===== config.mk =====
export PLATFORM = sky130hd
export DESIGN_NAME = mem_port_arbiter
export DESIGN_NICKNAME = d
export VERILOG_FILES = /design/src/rtl/mem_port_arbiter.sv
export SDC_FILE = /design/constraint.sdc
export NUM_CORES = 1
export LEC_CHECK = 0
export ABC_CLOCK_PERIOD_IN_PS = 4500
export BUFFER_PORTS_ARGS = -buffer_cell sky130_fd_sc_hd__buf_4
export CAP_MARGIN = 20
export CORE_MARGIN = 10
export CORE_UTILIZATION = 52
export CTS_CLUSTER_DIAMETER = 100
export DETAILED_ROUTE_END_ITERATION = 8
export PLACE_DENSITY = 0.95
export SLEW_MARGIN = 10
export SYNTH_ARGS = -nofsm -noshare
export SYNTH_HDL_FRONTEND = slang
export SYNTH_SLANG_ARGS = --single-unit

===== constraint.sdc =====
create_clock -name clk_i -period 4.5 [get_ports clk_i]
set_clock_uncertainty 0.2 [all_clocks]
set_input_delay 1.125 -clock clk_i [delete_from_list [all_inputs] [get_ports clk_i]]
set_output_delay 1.125 -clock clk_i [all_outputs]
set_load 0.05 [all_outputs]

===== src/rtl/mem_port_arbiter.sv =====
// mem_port_arbiter
//   Shares one single-port unified memory between the instruction fetch
//   path and the load/store path. Every access is a req/ack transaction on
//   the memory side. Data accesses take priority over fetches, and a streak
//   counter forces a pending fetch through after STARVE_MAX back-to-back
//   data grants. An optional timeout aborts a grant that never sees an ack.
//
// Ports
//   clk_i, rst_i            clock, asynchronous active-low reset
//   if_req_i/if_addr_i      fetch request (level) and address
//   if_data_o/if_ready_o    fetched instruction, fetch complete
//   dm_read_i/dm_write_i    load / store requests (level), both high = store
//   dm_addr_i/dm_wdata_i    load/store address, store data
//   dm_rdata_o/dm_ready_o   load data, load/store complete
//   err_o                   current completion was a timeout abort
//   stall_o                 pipeline-wide stall
//   mem_req_o/mem_we_o      memory request / write enable
//   mem_addr_o/mem_wdata_o  memory address / write data
//   mem_rdata_i/mem_ack_i   memory read data / one-cycle completion pulse

module mem_port_arbiter #(
    parameter int unsigned ADDR_W     = 32,
    parameter int unsigned DATA_W     = 32,
    parameter int unsigned STARVE_MAX = 4,
    parameter int unsigned TIMEOUT    = 64
) (
    input  logic              clk_i,
    input  logic              rst_i,
    input  logic              if_req_i,
    input  logic [ADDR_W-1:0] if_addr_i,
    output logic [DATA_W-1:0] if_data_o,
    output logic              if_ready_o,
    input  logic              dm_read_i,
    input  logic              dm_write_i,
    input  logic [ADDR_W-1:0] dm_addr_i,
    input  logic [DATA_W-1:0] dm_wdata_i,
    output logic [DATA_W-1:0] dm_rdata_o,
    output logic              dm_ready_o,
    output logic              err_o,
    output logic              stall_o,
    output logic              mem_req_o,
    output logic              mem_we_o,
    output logic [ADDR_W-1:0] mem_addr_o,
    output logic [DATA_W-1:0] mem_wdata_o,
    input  logic [DATA_W-1:0] mem_rdata_i,
    input  logic              mem_ack_i
);

    localparam logic [1:0] IDLE    = 2'd0;
    localparam logic [1:0] GRANT_I = 2'd1;
    localparam logic [1:0] GRANT_D = 2'd2;

    localparam int unsigned SW   = (STARVE_MAX > 0) ? $clog2(STARVE_MAX + 1) : 1;
    localparam int unsigned TW   = (TIMEOUT > 1) ? $clog2(TIMEOUT) : 1;
    localparam int unsigned TLIM = (TIMEOUT > 0) ? TIMEOUT - 1 : 0;

    logic [1:0]        state;
    logic              if_done;
    logic              dm_done;
    logic [DATA_W-1:0] if_data;
    logic [DATA_W-1:0] dm_rdata;
    logic [SW-1:0]     streak;
    logic [TW-1:0]     tcnt;
    logic              err;
    logic              mem_req;
    logic              mem_we;
    logic [ADDR_W-1:0] mem_addr;
    logic [DATA_W-1:0] mem_wdata;

    logic dm_req;
    logic if_pend;
    logic dm_pend;
    logic stall;
    logic starved;
    logic timeout_hit;

    always_comb begin
        dm_req  = dm_read_i | dm_write_i;
        if_pend = if_req_i & ~if_done;
        dm_pend = dm_req & ~dm_done;
        // Gated by reset so the stall releases the instant reset asserts,
        // even though requesters may still be holding their requests.
        stall   = rst_i & (if_pend | dm_pend);
        starved = if_pend & (streak == SW'(STARVE_MAX));
        // The grant cycle count starts at 0 on entry, so the abort edge is
        // the one closing the TIMEOUT-th cycle of mem_req_o.
        timeout_hit = (TIMEOUT > 0) && (tcnt == TW'(TLIM));
    end

    always_ff @(posedge clk_i or negedge rst_i) begin
        if (!rst_i) begin
            state     <= IDLE;
            if_done   <= 1'b0;
            dm_done   <= 1'b0;
            if_data   <= '0;
            dm_rdata  <= '0;
            streak    <= '0;
            tcnt      <= '0;
            err       <= 1'b0;
            mem_req   <= 1'b0;
            mem_we    <= 1'b0;
            mem_addr  <= '0;
            mem_wdata <= '0;
        end else begin
            err <= 1'b0;
            // Pipeline advances: retire both completions. A completion
            // assigned below in the same cycle takes precedence.
            if (!stall) begin
                if_done <= 1'b0;
                dm_done <= 1'b0;
            end
            case (state)
                IDLE: begin
                    if (dm_pend && !starved) begin
                        state     <= GRANT_D;
                        mem_req   <= 1'b1;
                        mem_we    <= dm_write_i;
                        mem_addr  <= dm_addr_i;
                        mem_wdata <= dm_wdata_i;
                        tcnt      <= '0;
                        if (!if_pend)
                            streak <= '0;
                        else if (streak != SW'(STARVE_MAX))
                            streak <= streak + 1'b1;
                    end else if (if_pend) begin
                        state     <= GRANT_I;
                        mem_req   <= 1'b1;
                        mem_we    <= 1'b0;
                        mem_addr  <= if_addr_i;
                        mem_wdata <= '0;
                        tcnt      <= '0;
                        streak    <= '0;
                    end
                end
                GRANT_I, GRANT_D: begin
                    if (mem_ack_i) begin
                        if (state == GRANT_I) begin
                            if_data <= mem_rdata_i;
                            if_done <= 1'b1;
                        end else begin
                            if (!mem_we)
                                dm_rdata <= mem_rdata_i;
                            dm_done <= 1'b1;
                        end
                        mem_req <= 1'b0;
                        mem_we  <= 1'b0;
                        state   <= IDLE;
                    end else if (timeout_hit) begin
                        if (state == GRANT_I) begin
                            if_data <= '0;
                            if_done <= 1'b1;
                        end else begin
                            dm_rdata <= '0;
                            dm_done  <= 1'b1;
                        end
                        err     <= 1'b1;
                        mem_req <= 1'b0;
                        mem_we  <= 1'b0;
                        state   <= IDLE;
                    end else begin
                        tcnt <= tcnt + 1'b1;
                    end
                end
                default: state <= IDLE;
            endcase
        end
    end

    assign if_data_o   = if_data;
    assign if_ready_o  = if_done;
    assign dm_rdata_o  = dm_rdata;
    assign dm_ready_o  = dm_done;
    assign err_o       = err;
    assign stall_o     = stall;
    assign mem_req_o   = mem_req;
    assign mem_we_o    = mem_we;
    assign mem_addr_o  = mem_addr;
    assign mem_wdata_o = mem_wdata;

endmodule


==> metrics.md <==
| Metric | Value |
|---|---|
| Final GP Congestion | ~0.84 |
| Die ar. | around 17000 sq um |
| Hold Fails Final Rpt | 0 |
| Clock transition at the registers of the reported paths | around 0.050 ns |
| Initial drt markers | roughly 230 |
| Syn_nets | about 600 |
| CP endpoint kind | output pin |
| CTS Hold Buffers Added | 0 |
| H-tree levels | 4 |
| Diode count | 0 |
| Layout cell share with drive strength beyond 1 | between 50% and 60% |
| Distinct cells, synth | 43 |
| Post-place instance area | 8378 sq um |
| Clock Tree Root | clkbuf_16 |
| Mapped Area | between 6000 and 7000 sq um |
| Tmin final | 3.348 ns |
| Antenna Violating Nets Remaining | 0 |
| Slew Viols, Final | 0 |
| First-pass GRT wire length | 27.89 mm |
| Clock sinks | 144 |
| Worst Path Max Fanout | 4 |
| VDD IR max | approximately 450 uV |
| Vias | 4842 |
| Vias in the first global route | 5292 |
| I/O pin count | 268 |
| Initial Utilization | 52.63% |
| Die extent in y | 129.8 um |
| Largest net degree at the start of global routing | between 80 and 90 |
| Final setup violating endpoints | 0 |
| Initial antenna violation count | 0 |
| Commonest non-fill, non-tap cell in the layout | buf_4 |
| Rows | 40 |
| # placed instances | 870 |
| CTS tree | built |
| Post-CTS Setup Inserts | 0 |
| Total Routing Usage GR | a little over a fifth |
| Avg Vias per Cell | between 5 and 6 |
| Syn. warnings | 0 |
| MaxCap Viol Count | 0 |
| Commonest cells after routing, fill and taps aside | buf_4 (273), dfrtp_1 (144), nand2_1 (39), o21ai_0 (36) |
| FFs w/ async S/R, synth | 100.0% |
| Non-filler instance count after layout | about 900 |
| Total Power | between 8000 and 9000 uW |
| Syn-to-layout area delta | 43.21% |
| Inserted Clock Buffers | 17 |
| Ys flop type | dfrtp_1 |
| Post-CTS Resized | 0 |
| Synthesized area per cell | 13.14 sq um |
| Design Area, Final | approximately 9000 sq um |
| Setup TNS Final | 0 ns |
| Wire per inst | 20.58 um |
| Worst slew pin tran | 0.8370 ns |
| EDFF count, synth | 0 |
| DRC | 0 |
| PwrDens | 907.6 nW/um^2 |
| Number of buffers added on ports | 267 |
| RSZ-0062 raised after global routing | false |
| Clock Latency Late Sink | 0.41 ns |
| FMAX | roughly 0.30 GHz |
| Critical Path RT | about 3.2 ns |
| Worst Path Class, Setup | in2out |
| FF+latch count, synth | roughly 140 |
| Leakage | roughly 0.0047 uW |
| Nets | between 800 and 900 |
| Outcome | finished, final reports clean |
| Arr. time, crit path | 2.02 ns |
| Grt total ovfl | 0 |
| CTS Buffer Depth | 2 |
| Hold Path Class | reg2reg |
| Final Cycle Share | between 70% and 80% |
| Slew HR | approximately 44% |
| Syn Inst Count | 477 |
| Seq/Total Area, Yosys | 57.49% |
| Total routed wirelength | approximately 19 mm |
| Total core area | roughly 12000 sq um |
| Die Wd | roughly 130 um |
| DP Wirelength | roughly 14 mm |
| Drt pass-1 iters | 6 |
| CP Launch Type | primary input |
## Yosys cell counts (2+ instances only)
| cell | count | area share [%] |
|---|---|---|
| a2111oi_0 | 2 | 0.28 |
| nand2_1 | 39 | 2.3 |
| dfrtp_1 | 144 | 57 |
| a21boi_0 | 2 | 0.24 |
| and3_1 | 2 | 0.20 |
| clkbuf_1 | 8 | 0.48 |
| buf_2 | 13 | 1.0 |
| a211oi_1 | 2 | 0.24 |
| o21ba_2 | 2 | 0.32 |
| mux2_2 | 31 | 5.6 |
| ha_1 | 6 | 1.2 |
| inv_1 | 8 | 0.48 |
| mux2i_1 | 35 | 5.6 |
| buf_6 | 3 | 0.54 |
| mux2_4 | 30 | 7.2 |
| a22o_1 | 35 | 4.9 |
| o21bai_1 | 2 | 0.24 |
| a21o_1 | 4 | 0.48 |
| o21ai_0 | 37 | 3.0 |
| nand2b_1 | 6 | 0.60 |
| mux2_1 | 6 | 1.1 |
| nand3_1 | 5 | 0.40 |
| and2_1 | 33 | 3.3 |
| buf_4 | 3 | 0.36 |
## metal layers
metal,GRT usage [%],part of all wire [%],vias up
met4,7.143,1.4,0
met1,21.36,36,2380
met5,0,0,-
met2,38.39,53,212
li1,-,-,2228
met3,8.479,10,22
## area by class of cell
| type | instances | area (sq um) |
|---|---|---|
| sequential | 144 | 3603 |
| fill | 720 | 2934 |
| multi-input combinational | 297 | 2500 |
| timing repair buffer | 275 | 2081 |
| clock buffer | 23 | 498.0 |
| tap | 147 | 183.9 |
| clock inverter | 9 | 81.33 |
| inverter | 8 | 30.03 |
## power by group
group          switching [uW]  total (uW)  internal (uW)
registers                 385        2260           1880
clock network             518        1350            831
logic                    3010        4540           1520
## final timing paths
kind | cells past startpoint | end | startpoint | slack (ns)
worst max register to register | 6 | if_data_o[0] | state[1] | 1.64
worst max-delay path | 4 | stall_o | dm_write_i | 1.15
worst min-delay path | 2 | mem_addr_o[19] | mem_addr_o[19] | 0.28
max in group asynchronous | 4 | streak[1] | rst_i | 2.13
min in group asynchronous | 2 | dm_rdata_o[11] | rst_i | 0.64
worst min register to register | 2 | mem_addr_o[19] | mem_addr_o[19] | 0.28
## metrics by stage
| stage | setup slack, ns | hold WS [ns] | util [%] |
|---|---|---|---|
| 5_1_grt | 1.081 | 0.3136 | 75.37 |
| 6_report | 1.152 | 0.2792 | 75.37 |
| 4_1_cts | 1.182 | 0.2851 | 75.20 |
| 3_3_place_gp | 1.200 | 0.2641 | 70.34 |
| 2_1_floorplan | 0.6940 | 0.2861 | - |
| 3_5_place_dp | 1.154 | 0.2723 | 70.34 |
## cells by family (layout without fill, tap and decap cells)
family,after synthesis,after routing,synth area share [%]
AO/OA/AOI/OAI,97,97,11.20
AND/OR/NAND/NOR,92,92,7.725
adder cells (fa/ha/maj),6,6,1.198
buffers and inverters,36,315,2.974
multiplexers,102,102,19.42
flip-flops,144,144,57.49
## critical path: stages
cell      delay, ns
buf_4          0.12
o21bai_1       0.32
a21boi_0       0.21
buf_4          0.24
## flip-flops by register name, indices dropped and copies added (netlist names)
signal       count
dm_ready_o       1
mem_we_o         1
mem_wdata_o     32
state            2
if_data_o       32
err_o            1
tcnt             6
streak           3
dm_rdata_o      32
mem_req_o        1
mem_addr_o      32
if_ready_o       1
(Power assumes the default switching activity.)
